### src/rtl/lane_collision_monitor.sv
// lane_collision_monitor
//
// Sits between the frog position logic and one car-lane row. Each cycle it
// checks whether the frog's column overlaps a car pixel in this lane. It
// charges collisions against a life budget, opens a grace window after each
// non-fatal hit, and raises a sticky game-over flag when the last life is lost.
//
// Ports:
//   clk          in   system clock, all state changes on the rising edge
//   reset        in   synchronous active-low reset (0 = reset)
//   frog_row_en  in   1 = frog currently occupies this lane
//   frog_col     in   frog column 0..15, indexes car_pixels directly
//   car_pixels   in   lane occupancy, 1 = car present
//   hit          out  sticky game-over flag to the car-row stage
//   respawn      out  one-cycle pulse: return the frog to its start position
//   grace        out  1 while post-collision immunity is active
//   lives        out  remaining lives, for the score display
//
// All outputs are registered, so there is no input-to-output combinational path.

module lane_collision_monitor #(
    parameter int LIVES        = 3,   // legal range 1..3
    parameter int GRACE_CYCLES = 64   // legal range 1..255
) (
    input  logic        clk,
    input  logic        reset,
    input  logic        frog_row_en,
    input  logic [3:0]  frog_col,
    input  logic [15:0] car_pixels,
    output logic        hit,
    output logic        respawn,
    output logic        grace,
    output logic [1:0]  lives
);

    typedef enum logic [1:0] {
        PLAY  = 2'd0,
        GRACE = 2'd1,
        DEAD  = 2'd2
    } state_t;

    state_t      state_q,     state_d;
    logic [1:0]  lives_q,     lives_d;
    logic        hit_q,       hit_d;
    logic        respawn_q,   respawn_d;
    logic        grace_q,     grace_d;
    logic [7:0]  grace_cnt_q, grace_cnt_d;

    logic coll;

    // Column c maps straight onto bit c; columns 0 and 15 need no edge handling.
    assign coll = frog_row_en & car_pixels[frog_col];

    always_comb begin
        // NOTE: every signal written here gets a default first, so no path
        // through the case statement can leave one unassigned and infer a latch.
        state_d     = state_q;
        lives_d     = lives_q;
        hit_d       = hit_q;
        grace_d     = grace_q;
        grace_cnt_d = grace_cnt_q;
        respawn_d   = 1'b0;          // pulse: high only in the cycle it is set

        unique case (state_q)
            PLAY: begin
                if (coll) begin
                    if (lives_q > 2'd1) begin
                        lives_d     = lives_q - 2'd1;
                        respawn_d   = 1'b1;
                        grace_d     = 1'b1;
                        // Counter runs GRACE_CYCLES-1 .. 0, giving GRACE_CYCLES
                        // cycles of grace including the one just entered.
                        grace_cnt_d = 8'(GRACE_CYCLES - 1);
                        state_d     = GRACE;
                    end else begin
                        // Fatal collision: no respawn, the game is over.
                        lives_d = 2'd0;
                        hit_d   = 1'b1;
                        state_d = DEAD;
                    end
                end
            end

            GRACE: begin
                // Collisions are ignored entirely while immune.
                if (grace_cnt_q == 8'd0) begin
                    grace_d = 1'b0;
                    state_d = PLAY;
                end else begin
                    grace_cnt_d = grace_cnt_q - 8'd1;
                end
            end

            DEAD: begin
                // Terminal until reset; all inputs are ignored.
                hit_d   = 1'b1;
                lives_d = 2'd0;
                grace_d = 1'b0;
            end

            default: begin
                state_d = PLAY;
            end
        endcase
    end

    always_ff @(posedge clk) begin
        if (!reset) begin
            state_q     <= PLAY;
            lives_q     <= 2'(LIVES);
            hit_q       <= 1'b0;
            respawn_q   <= 1'b0;
            grace_q     <= 1'b0;
            grace_cnt_q <= 8'd0;
        end else begin
            // NOTE: non-blocking assignments so every flop samples the
            // pre-edge values, independent of statement order.
            state_q     <= state_d;
            lives_q     <= lives_d;
            hit_q       <= hit_d;
            respawn_q   <= respawn_d;
            grace_q     <= grace_d;
            grace_cnt_q <= grace_cnt_d;
        end
    end

    assign hit     = hit_q;
    assign respawn = respawn_q;
    assign grace   = grace_q;
    assign lives   = lives_q;

endmodule

### config.mk
export PLATFORM = sky130hd
export DESIGN_NAME = lane_collision_monitor
export DESIGN_NICKNAME = d
export VERILOG_FILES = /design/src/rtl/lane_collision_monitor.sv
export SDC_FILE = /design/constraint.sdc
export NUM_CORES = 1
export LEC_CHECK = 0
export ABC_AREA = 1
export BUFFER_PORTS_ARGS = -buffer_cell sky130_fd_sc_hd__buf_4
export CORE_MARGIN = 4
export CORE_UTILIZATION = 52
export DETAILED_ROUTE_END_ITERATION = 12
export PLACE_DENSITY_LB_ADDON = 0.08
export SLEW_MARGIN = 20
export SYNTH_ARGS = -nofsm -noshare
export SYNTH_HDL_FRONTEND = slang
export SYNTH_SLANG_ARGS = --single-unit
### constraint.sdc
create_clock -name clk -period 1.71 [get_ports clk]
set_input_delay 0.0855 -clock clk [delete_from_list [all_inputs] [get_ports clk]]
set_output_delay 0.0855 -clock clk [all_outputs]
set_load 0.02 [all_outputs]
==> impl_metrics.xml, run 1 <==
<?xml version="1.0" encoding="UTF-8"?>
<metrics>
  <group name="status">
    <metric name="run_status" unit="">finished clean</metric>
  </group>
  <group name="die">
    <metric name="number_of_i_o_pins" unit="">28</metric>
    <metric name="fp.coreArea" unit="um^2">1962</metric>
    <metric name="die_ar" unit="um^2">2859</metric>
    <metric name="die-height" unit="um">53.47</metric>
    <metric name="starting_density" unit="%">54.78</metric>
    <metric name="die_x" unit="um">53.47</metric>
    <metric name="std_cell_rows" unit="">16</metric>
  </group>
  <group name="cts">
    <metric name="clk_transition_reported_paths" unit="ns">0.08</metric>
    <metric name="cts_hold_buf" unit="">0</metric>
    <metric name="post_cts_resize_count" unit="">0</metric>
    <metric name="clk-insertion-delay-late" unit="ns">0.28</metric>
    <metric name="cts_root_buf" unit="">sky130_fd_sc_hd__clkbuf_4</metric>
    <metric name="inserted_clock_buffers" unit="">3</metric>
    <metric name="clock_tree.htree_level_count" unit="">1</metric>
    <metric name="postCtsSetupBuffers" unit="">0</metric>
    <metric name="cts_tree" unit="">yes</metric>
    <metric name="cts_num_sinks" unit="">15</metric>
    <metric name="max-clock-path-buffers" unit="">2</metric>
  </group>
  <group name="global_routing">
    <metric name="grt_start_max_net_pins" unit="">14</metric>
    <metric name="grt_antenna_before_repair" unit="">0</metric>
    <metric name="globalRoute.totalOverflow" unit="">0</metric>
    <metric name="grt_pass1_vias" unit="">980</metric>
    <metric name="use_met1" unit="%">20.61</metric>
    <metric name="globalRoute.busiestLayer" unit="">met2</metric>
    <metric name="met3_usage" unit="%">3.944</metric>
    <metric name="grt_pass1_wl" unit="mm">3.801</metric>
    <metric name="grt_usage" unit="%">18.03</metric>
    <metric name="met2_resource_use_gr" unit="%">30.82</metric>
  </group>
  <group name="layout">
    <metric name="n_antenna_cell" unit="">0</metric>
    <metric name="fin_util" unit="%">68.11</metric>
    <metric name="drive_above_1_share" unit="%">20.28</metric>
    <metric name="layout.cell_area.non_filler" unit="um^2">1336</metric>
    <metric name="nets" unit="">241</metric>
    <metric name="area.growth.synth_to_final" unit="%">24.33</metric>
  </group>
  <group name="sta">
    <metric name="timing.fmax" unit="MHz">646.6</metric>
    <metric name="final_worst_path_cycle_share" unit="%">90.44</metric>
    <metric name="final.setup_skew" unit="ns">0.002314</metric>
    <metric name="max_slew_margin" unit="%">79.69</metric>
    <metric name="timing.final.ws_setup" unit="ns">0.1635</metric>
    <metric name="final_period_minus_worst_setup_slack" unit="ns">1.547</metric>
    <metric name="hold_viol" unit="">0</metric>
    <metric name="timing_worst_slew_pin_value" unit="ns">0.3023</metric>
    <metric name="timing.final.setup_violations" unit="">0</metric>
    <metric name="final-max-slew-violation-count" unit="">0</metric>
  </group>
  <group name="placed_design">
    <metric name="io_buffers" unit="">27</metric>
    <metric name="place_ws" unit="ns">0.09818</metric>
    <metric name="hpwl" unit="mm">1.797</metric>
    <metric name="detailed_place.area" unit="um^2">1291</metric>
    <metric name="weighted_congestion_at_the_end_of_routability_driven_global_placement" unit="">0.8272</metric>
  </group>
  <group name="synth">
    <metric name="synth_seq_cells" unit="">15</metric>
    <metric name="synth_nets" unit="">211</metric>
    <metric name="netlist_area" unit="um^2">1075</metric>
    <metric name="synth_cell_types" unit="">21</metric>
    <metric name="synthCells" unit="">183</metric>
    <metric name="ys_warn_count" unit="">0</metric>
    <metric name="syn_area_per_cell" unit="um^2">5.873</metric>
    <metric name="synth_seq_area_share" unit="%">27.94</metric>
  </group>
  <group name="critical_path">
    <metric name="worst-endpoint-arrival" unit="ns">1.73</metric>
    <metric name="timing.critical_path.slowest_stage_cell" unit="">sky130_fd_sc_hd__dfxtp_1</metric>
    <metric name="timing.critical_path.buf_inv" unit="">3</metric>
    <metric name="cp_common_cell" unit="">sky130_fd_sc_hd__inv_1</metric>
    <metric name="cp_data_required_time" unit="ns">1.89</metric>
    <metric name="timing.critical_path.to_type" unit="">flip-flop</metric>
    <metric name="slowest_delay" unit="ns">0.33</metric>
    <metric name="critical_path.cell_chain" unit="">inv_1 -&gt; ha_1 -&gt; inv_2 -&gt; a31oi_2 -&gt; inv_1 -&gt; a21oi_4 -&gt; nand2_4 -&gt; o21ai_0 -&gt; nor2_1</metric>
    <metric name="critical_path.top_delay_family" unit="">compound AO/OA/AOI/OAI gates</metric>
    <metric name="critPathKind" unit="">flip-flop to flip-flop</metric>
    <metric name="crit_fanout" unit="">12</metric>
    <metric name="critPathLaunchType" unit="">flip-flop</metric>
  </group>
  <group name="detailed_routing">
    <metric name="remaining_drc_errors" unit="">0</metric>
    <metric name="viasPerCell" unit="">4.808</metric>
    <metric name="detailroute.via_count" unit="">1149</metric>
    <metric name="detailedRoute.firstIterationViolations" unit="">13</metric>
    <metric name="route.final.wire_length" unit="mm">2.356</metric>
    <metric name="wirelength_per_cell" unit="um">9.858</metric>
    <metric name="antenna_violating_nets_post_route" unit="">0</metric>
    <metric name="drt_first_pass_iters" unit="">4</metric>
  </group>
  <group name="pwr">
    <metric name="power.leakage" unit="nW">0.7315</metric>
    <metric name="power_density" unit="nW/um^2">1470</metric>
    <metric name="peakVddDrop" unit="V">0.0009054</metric>
  </group>
  <group name="flow_run">
    <metric name="timing.max_cap.violations" unit="">0</metric>
  </group>
  <group name="hold_path">
    <metric name="hp-class" unit="">input port to flip-flop</metric>
  </group>
</metrics>
[per-layer routing]
metal  wire length, um  vias to the layer above
li1                  -                      617
met1              1025                      504
met2              1190                       24
met3               117                        4
met4                21                        0
met5                 0                        -
[through the flow]
step | instances | power (mW) | hold WS (ns) | TNS [ns]
2_1_floorplan | 183 | 1.451 | 0.2212 | 0
3_3_place_gp | 235 | 1.662 | 0.3502 | 0
3_5_place_dp | 235 | 1.695 | 0.3513 | 0
4_1_cts | 239 | 1.914 | 0.05020 | 0
5_1_grt | 239 | 2.188 | 0.06006 | -0.01023
6_report | 239 | 1.964 | 0.06524 | 0
[logic make-up (layout without fill, tap and decap cells)]
kind of cell	after synthesis	in the layout	share of synthesized area, %
buffers and inverters	38	67	15.02
DFF	15	15	27.94
AOI/OAI and AO/OA	15	15	7.451
and+or+nand+nor	110	110	43.77
adders and majority gates	5	5	5.821
[cell usage in the layout (no fill, tap or decap)]
master                     instances
sky130_fd_sc_hd__dfxtp_1          13
sky130_fd_sc_hd__nand2_2           1
sky130_fd_sc_hd__nand3b_1          1
sky130_fd_sc_hd__nand3_1          21
sky130_fd_sc_hd__or2_2             1
sky130_fd_sc_hd__a31oi_2           1
sky130_fd_sc_hd__inv_4             1
sky130_fd_sc_hd__nand4_1           2
sky130_fd_sc_hd__a21oi_1           5
sky130_fd_sc_hd__dfxtp_2           2
sky130_fd_sc_hd__clkbuf_4          3
sky130_fd_sc_hd__inv_1            32
sky130_fd_sc_hd__clkbuf_1          1
sky130_fd_sc_hd__nand2_1          51
sky130_fd_sc_hd__nor2_1           29
sky130_fd_sc_hd__a21oi_4           1
sky130_fd_sc_hd__nor3_1            2
sky130_fd_sc_hd__ha_2              1
sky130_fd_sc_hd__buf_4            28
sky130_fd_sc_hd__inv_2             2
sky130_fd_sc_hd__o21ai_1           2
sky130_fd_sc_hd__nand2_4           2
sky130_fd_sc_hd__o21ai_0           6
sky130_fd_sc_hd__ha_1              4
[power breakdown]
group          switching (mW)  internal (mW)
sequential             0.0958          0.485
combinational           0.737          0.445
clock                   0.110         0.0905
[synth_stat cells]
master | n | area share [%]
sky130_fd_sc_hd__nand2_4 | 2 | 2.1
sky130_fd_sc_hd__inv_4 | 1 | 0.58
sky130_fd_sc_hd__a31oi_1 | 1 | 0.58
sky130_fd_sc_hd__or2_2 | 1 | 0.58
sky130_fd_sc_hd__inv_1 | 33 | 12
sky130_fd_sc_hd__a21oi_2 | 1 | 0.82
sky130_fd_sc_hd__nand2_2 | 1 | 0.58
sky130_fd_sc_hd__nand4_1 | 2 | 1.2
sky130_fd_sc_hd__buf_6 | 2 | 2.1
sky130_fd_sc_hd__nand2_1 | 51 | 18
sky130_fd_sc_hd__nor3_1 | 2 | 0.93
sky130_fd_sc_hd__buf_2 | 1 | 0.47
sky130_fd_sc_hd__a21oi_1 | 5 | 2.3
sky130_fd_sc_hd__nand3_1 | 21 | 9.8
sky130_fd_sc_hd__ha_1 | 5 | 5.8
sky130_fd_sc_hd__dfxtp_1 | 15 | 28
sky130_fd_sc_hd__nor2_1 | 29 | 10
sky130_fd_sc_hd__o21ai_1 | 2 | 0.93
sky130_fd_sc_hd__inv_2 | 1 | 0.35
sky130_fd_sc_hd__nand3b_1 | 1 | 0.70
sky130_fd_sc_hd__o21ai_0 | 6 | 2.8
[flip-flops by register name, summed over array words and instances, names as in the netlist]
name and cells:
grace_cnt_q 8, grace 1, state_q 2, lives 2, hit 1, respawn 1
[worst paths after layout]
| path | slack [ns] | endpoint | from | cells past startpoint |
|---|---|---|---|---|
| worst min-delay path | 0.07 | lives[1] | reset | 2 |
| worst max-delay path | 0.16 | grace_cnt_q[6] | state_q[1] | 9 |
| worst max register to register | 0.16 | grace_cnt_q[6] | state_q[1] | 9 |
| worst min register to register | 0.46 | hit | hit | 2 |
[final cells by class]
| cell class | count | area (um^2) |
|---|---|---|
| Clock buffer | 4 | 26.28 |
| Fill cell | 187 | 625.6 |
| Inverter | 35 | 133.9 |
| Multi-Input combinational cell | 130 | 629.4 |
| Sequential cell | 15 | 302.8 |
| Tap cell | 27 | 33.78 |
| Timing Repair Buffer | 28 | 210.2 |
Power figures use the tool's default switching activity.
==> run 2, diff against run 1 <==
Settings changed: ABC_AREA 1 to unset, CELL_PAD_IN_SITES_DETAIL_PLACEMENT set to 2, CELL_PAD_IN_SITES_GLOBAL_PLACEMENT set to 2, CORE_ASPECT_RATIO set to 1.25, CORE_UTILIZATION 52 to 30.
==> run 2 against run 1 <==
Cell count shrank 7.9%; the run now ends with setup timing left; highest routed layer unchanged; critical path depth shrank 1; clock skew grew 0.0026 ns.
==> impl_metrics.xml, run 2 <==
<?xml version="1.0" encoding="UTF-8"?>
<metrics>
  <group name="layout">
    <metric name="commonest_non_fill_non_tap_cell_in_the_layout" unit="">sky130_fd_sc_hd__buf_4</metric>
    <metric name="layout_common_cells" unit="">61 x sky130_fd_sc_hd__buf_4, 12 x sky130_fd_sc_hd__nand2_1, 9 x sky130_fd_sc_hd__dfxtp_1</metric>
    <metric name="drive_above_1_share" unit="%">60.22</metric>
    <metric name="nets" unit="">210</metric>
    <metric name="max_flop_register" unit="">grace_cnt_q</metric>
    <metric name="area.growth.synth_to_final" unit="%">66.32</metric>
    <metric name="largest_register_ff_count" unit="">8</metric>
    <metric name="n_antenna_cell" unit="">0</metric>
  </group>
  <group name="critical_path">
    <metric name="cp_data_required_time" unit="ns">1.90</metric>
    <metric name="critPathKind" unit="">flip-flop to flip-flop</metric>
    <metric name="critPathLaunchType" unit="">flip-flop</metric>
    <metric name="timing.critical_path.slowest_stage_cell" unit="">sky130_fd_sc_hd__dfxtp_4</metric>
    <metric name="slowest_delay" unit="ns">0.36</metric>
    <metric name="worst-endpoint-arrival" unit="ns">2.04</metric>
    <metric name="critical_path.cell_chain" unit="">nor4_4 -&gt; buf_4 -&gt; a311oi_2 -&gt; a41oi_2 -&gt; nand2_4 -&gt; buf_4 -&gt; a21bo_1 -&gt; a21oi_2</metric>
    <metric name="crit_fanout" unit="">8</metric>
    <metric name="timing.critical_path.to_type" unit="">flip-flop</metric>
    <metric name="cp_common_cell" unit="">sky130_fd_sc_hd__buf_4</metric>
    <metric name="critical_path.top_delay_family" unit="">compound AO/OA/AOI/OAI gates</metric>
    <metric name="timing.critical_path.buf_inv" unit="">2</metric>
  </group>
  <group name="sta">
    <metric name="timing.fmax" unit="MHz">541.0</metric>
    <metric name="timing.final.ws_setup" unit="ns">-0.1384</metric>
    <metric name="final_worst_path_cycle_share" unit="%">108.1</metric>
    <metric name="hold_viol" unit="">0</metric>
    <metric name="tns" unit="ns">-0.8829</metric>
    <metric name="max_slew_margin" unit="%">71.36</metric>
    <metric name="grt_setup_unrepaired" unit="">yes</metric>
    <metric name="final.setup_skew" unit="ns">0.004881</metric>
    <metric name="timing.final.setup_violations" unit="">9</metric>
    <metric name="timing_worst_slew_pin_value" unit="ns">0.4257</metric>
    <metric name="final_period_minus_worst_setup_slack" unit="ns">1.848</metric>
    <metric name="holdWs" unit="ns">0.09113</metric>
    <metric name="final-max-slew-violation-count" unit="">0</metric>
  </group>
  <group name="global_routing">
    <metric name="grt_pass1_vias" unit="">1331</metric>
    <metric name="grt_usage" unit="%">21.33</metric>
    <metric name="grt_start_max_net_pins" unit="">15</metric>
    <metric name="grt_pass1_wl" unit="mm">6.948</metric>
    <metric name="grt_antenna_before_repair" unit="">0</metric>
    <metric name="globalRoute.totalOverflow" unit="">0</metric>
  </group>
  <group name="hold_path">
    <metric name="hp-class" unit="">input port to flip-flop</metric>
  </group>
  <group name="die">
    <metric name="die_ar" unit="um^2">4591</metric>
    <metric name="number_of_i_o_pins" unit="">28</metric>
    <metric name="std_cell_rows" unit="">24</metric>
    <metric name="die-height" unit="um">74.77</metric>
    <metric name="starting_density" unit="%">30.98</metric>
    <metric name="die_x" unit="um">61.41</metric>
    <metric name="fp.coreArea" unit="um^2">3453</metric>
  </group>
  <group name="synth">
    <metric name="synthArstFlopShare" unit="%">0</metric>
    <metric name="synth_seq_cells" unit="">15</metric>
    <metric name="synth_seq_area_share" unit="%">28.07</metric>
    <metric name="synth_most_common_cell" unit="">sky130_fd_sc_hd__dfxtp_1</metric>
    <metric name="synth_common_cells" unit="">15 x sky130_fd_sc_hd__dfxtp_1, 13 x sky130_fd_sc_hd__nand2_1, 9 x sky130_fd_sc_hd__a21oi_1, 8 x sky130_fd_sc_hd__nor2_1</metric>
    <metric name="synth_area_leaders" unit="">sky130_fd_sc_hd__dfxtp_1 28%, sky130_fd_sc_hd__mux2i_1 6.5%, sky130_fd_sc_hd__ha_1 5.8%</metric>
    <metric name="ys_warn_count" unit="">0</metric>
    <metric name="synth_nets" unit="">148</metric>
    <metric name="netlist.top_cell.by_area" unit="">sky130_fd_sc_hd__dfxtp_1</metric>
    <metric name="synth_edf_count" unit="">0</metric>
    <metric name="synth_cell_types" unit="">44</metric>
    <metric name="synthCells" unit="">120</metric>
    <metric name="postSynth.topFlopCell" unit="">sky130_fd_sc_hd__dfxtp_1</metric>
    <metric name="syn_area_per_cell" unit="um^2">8.915</metric>
    <metric name="netlist.area_leader.share" unit="%">28.07</metric>
    <metric name="netlist_area" unit="um^2">1070</metric>
  </group>
  <group name="pwr">
    <metric name="power.sequential.fraction" unit="%">18.8</metric>
    <metric name="switching_share" unit="%">43.40</metric>
    <metric name="power.total" unit="mW">3.156</metric>
    <metric name="p_int" unit="mW">1.787</metric>
    <metric name="power.leakage" unit="nW">0.7731</metric>
    <metric name="power_frac_comb" unit="%">71.3</metric>
    <metric name="net-switching-power" unit="mW">1.370</metric>
    <metric name="peakVddDrop" unit="V">0.0008883</metric>
    <metric name="share_of_total_power_in_the_clock_network" unit="%">9.9</metric>
    <metric name="power_density" unit="nW/um^2">1774</metric>
  </group>
  <group name="detailed_routing">
    <metric name="detailedRoute.firstIterationViolations" unit="">36</metric>
    <metric name="drt_first_pass_iters" unit="">4</metric>
    <metric name="detailroute.via_count" unit="">1158</metric>
    <metric name="remaining_drc_errors" unit="">0</metric>
    <metric name="antenna_violating_nets_post_route" unit="">0</metric>
    <metric name="wirelength_per_cell" unit="um">20.19</metric>
    <metric name="route.final.wire_length" unit="mm">4.441</metric>
    <metric name="viasPerCell" unit="">5.264</metric>
  </group>
  <group name="placed_design">
    <metric name="weighted_congestion_at_the_end_of_routability_driven_global_placement" unit="">0.7666</metric>
    <metric name="hpwl" unit="mm">3.059</metric>
    <metric name="io_buffers" unit="">27</metric>
    <metric name="place_ws" unit="ns">-0.3646</metric>
  </group>
  <group name="cts">
    <metric name="clk-insertion-delay-late" unit="ns">0.26</metric>
    <metric name="clk_transition_reported_paths" unit="ns">0.07</metric>
    <metric name="cts_num_sinks" unit="">15</metric>
    <metric name="cts_root_buf" unit="">sky130_fd_sc_hd__clkbuf_8</metric>
    <metric name="inserted_clock_buffers" unit="">3</metric>
    <metric name="cts_tree" unit="">yes</metric>
    <metric name="max-clock-path-buffers" unit="">2</metric>
    <metric name="cts_hold_buf" unit="">0</metric>
    <metric name="clock_tree.htree_level_count" unit="">1</metric>
  </group>
  <group name="status">
    <metric name="run_status" unit="">finished with violations</metric>
    <metric name="failed_checks" unit="">setup timing</metric>
  </group>
  <group name="flow_run">
    <metric name="timing.max_cap.violations" unit="">0</metric>
  </group>
</metrics>
run 2: cell count changes after synthesis, sizes merged, moves of 6 or more:
cell    change
nor2       -21
inv        -28
nand2      -41
mux2i       +7
o21ai       -6
a311oi      +6
nand3      -15
run 2: area by class of cell:
| cell class | count | area, um^2 |
|---|---|---|
| inverter | 7 | 31.28 |
| timing repair buffer | 63 | 480.5 |
| fill | 375 | 1674 |
| sequential | 15 | 315.3 |
| multi-input combinational | 92 | 857.1 |
| clock inverter | 1 | 5.005 |
| tap | 39 | 48.80 |
| clock buffer | 3 | 41.29 |
run 2: final timing paths:
kind | start | end | slack (ns) | cells past startpoint
max reg2reg | grace_cnt_q[5] | grace_cnt_q[7] | -0.14 | 8
min | reset | lives[1] | 0.09 | 2
max | grace_cnt_q[5] | grace_cnt_q[7] | -0.14 | 8
min reg2reg | hit | hit | 0.48 | 1
run 2: layer usage:
layer | vias to the layer above | track usage (%) | share of wire, %
li1 | 558 | - | -
met1 | 565 | 20.81 | 36
met2 | 24 | 41.53 | 58
met3 | 11 | 3.087 | 3.6
met4 | 0 | 11.32 | 2.6
met5 | - | 0 | 0
run 2: timing repair:
action,4_1_cts,5_1_grt
pin swaps,16,9
gates resized for setup,19,12
setup endpoints to repair,11,11
buffers inserted,4,4
run 2: metrics by stage:
step	instances	utilization [%]	instance area, um^2
after floorplan	120	-	1129
after global placement	208	44.64	1541
after detailed placement	208	44.64	1541
after CTS	216	49.46	1708
after global routing	220	51.52	1779
final	220	51.52	1779
run 2: cells by family (layout without fill, tap and decap cells):
group	Yosys count	count (layout)	share of synthesized area, %
compound gates	28	28	21.17
mux	10	10	11.81
simple gates	49	49	26.67
buf+inv	13	74	6.433
fa+ha+maj	5	5	5.848
flops	15	15	28.07
run 2: worst reg2reg max path, delay by kind of cell, from the launching register on:
kind | cells | cell delay [ns]
flip-flops | 1 | 0.36
buffers and inverters | 2 | 0.36
AND/OR/NAND/NOR | 2 | 0.42
AO/OA/AOI/OAI | 4 | 0.66
run 2: power by group through the flow:
stage	Clock (mW)	Sequential [mW]	Combinational, mW
2_1_floorplan	0	0.621	0.949
5_1_grt	0.337	0.611	2.43
3_3_place_gp	0	0.556	1.62
3_5_place_dp	0	0.567	1.72
4_1_cts	0.321	0.577	2.04
6_report	0.313	0.593	2.25
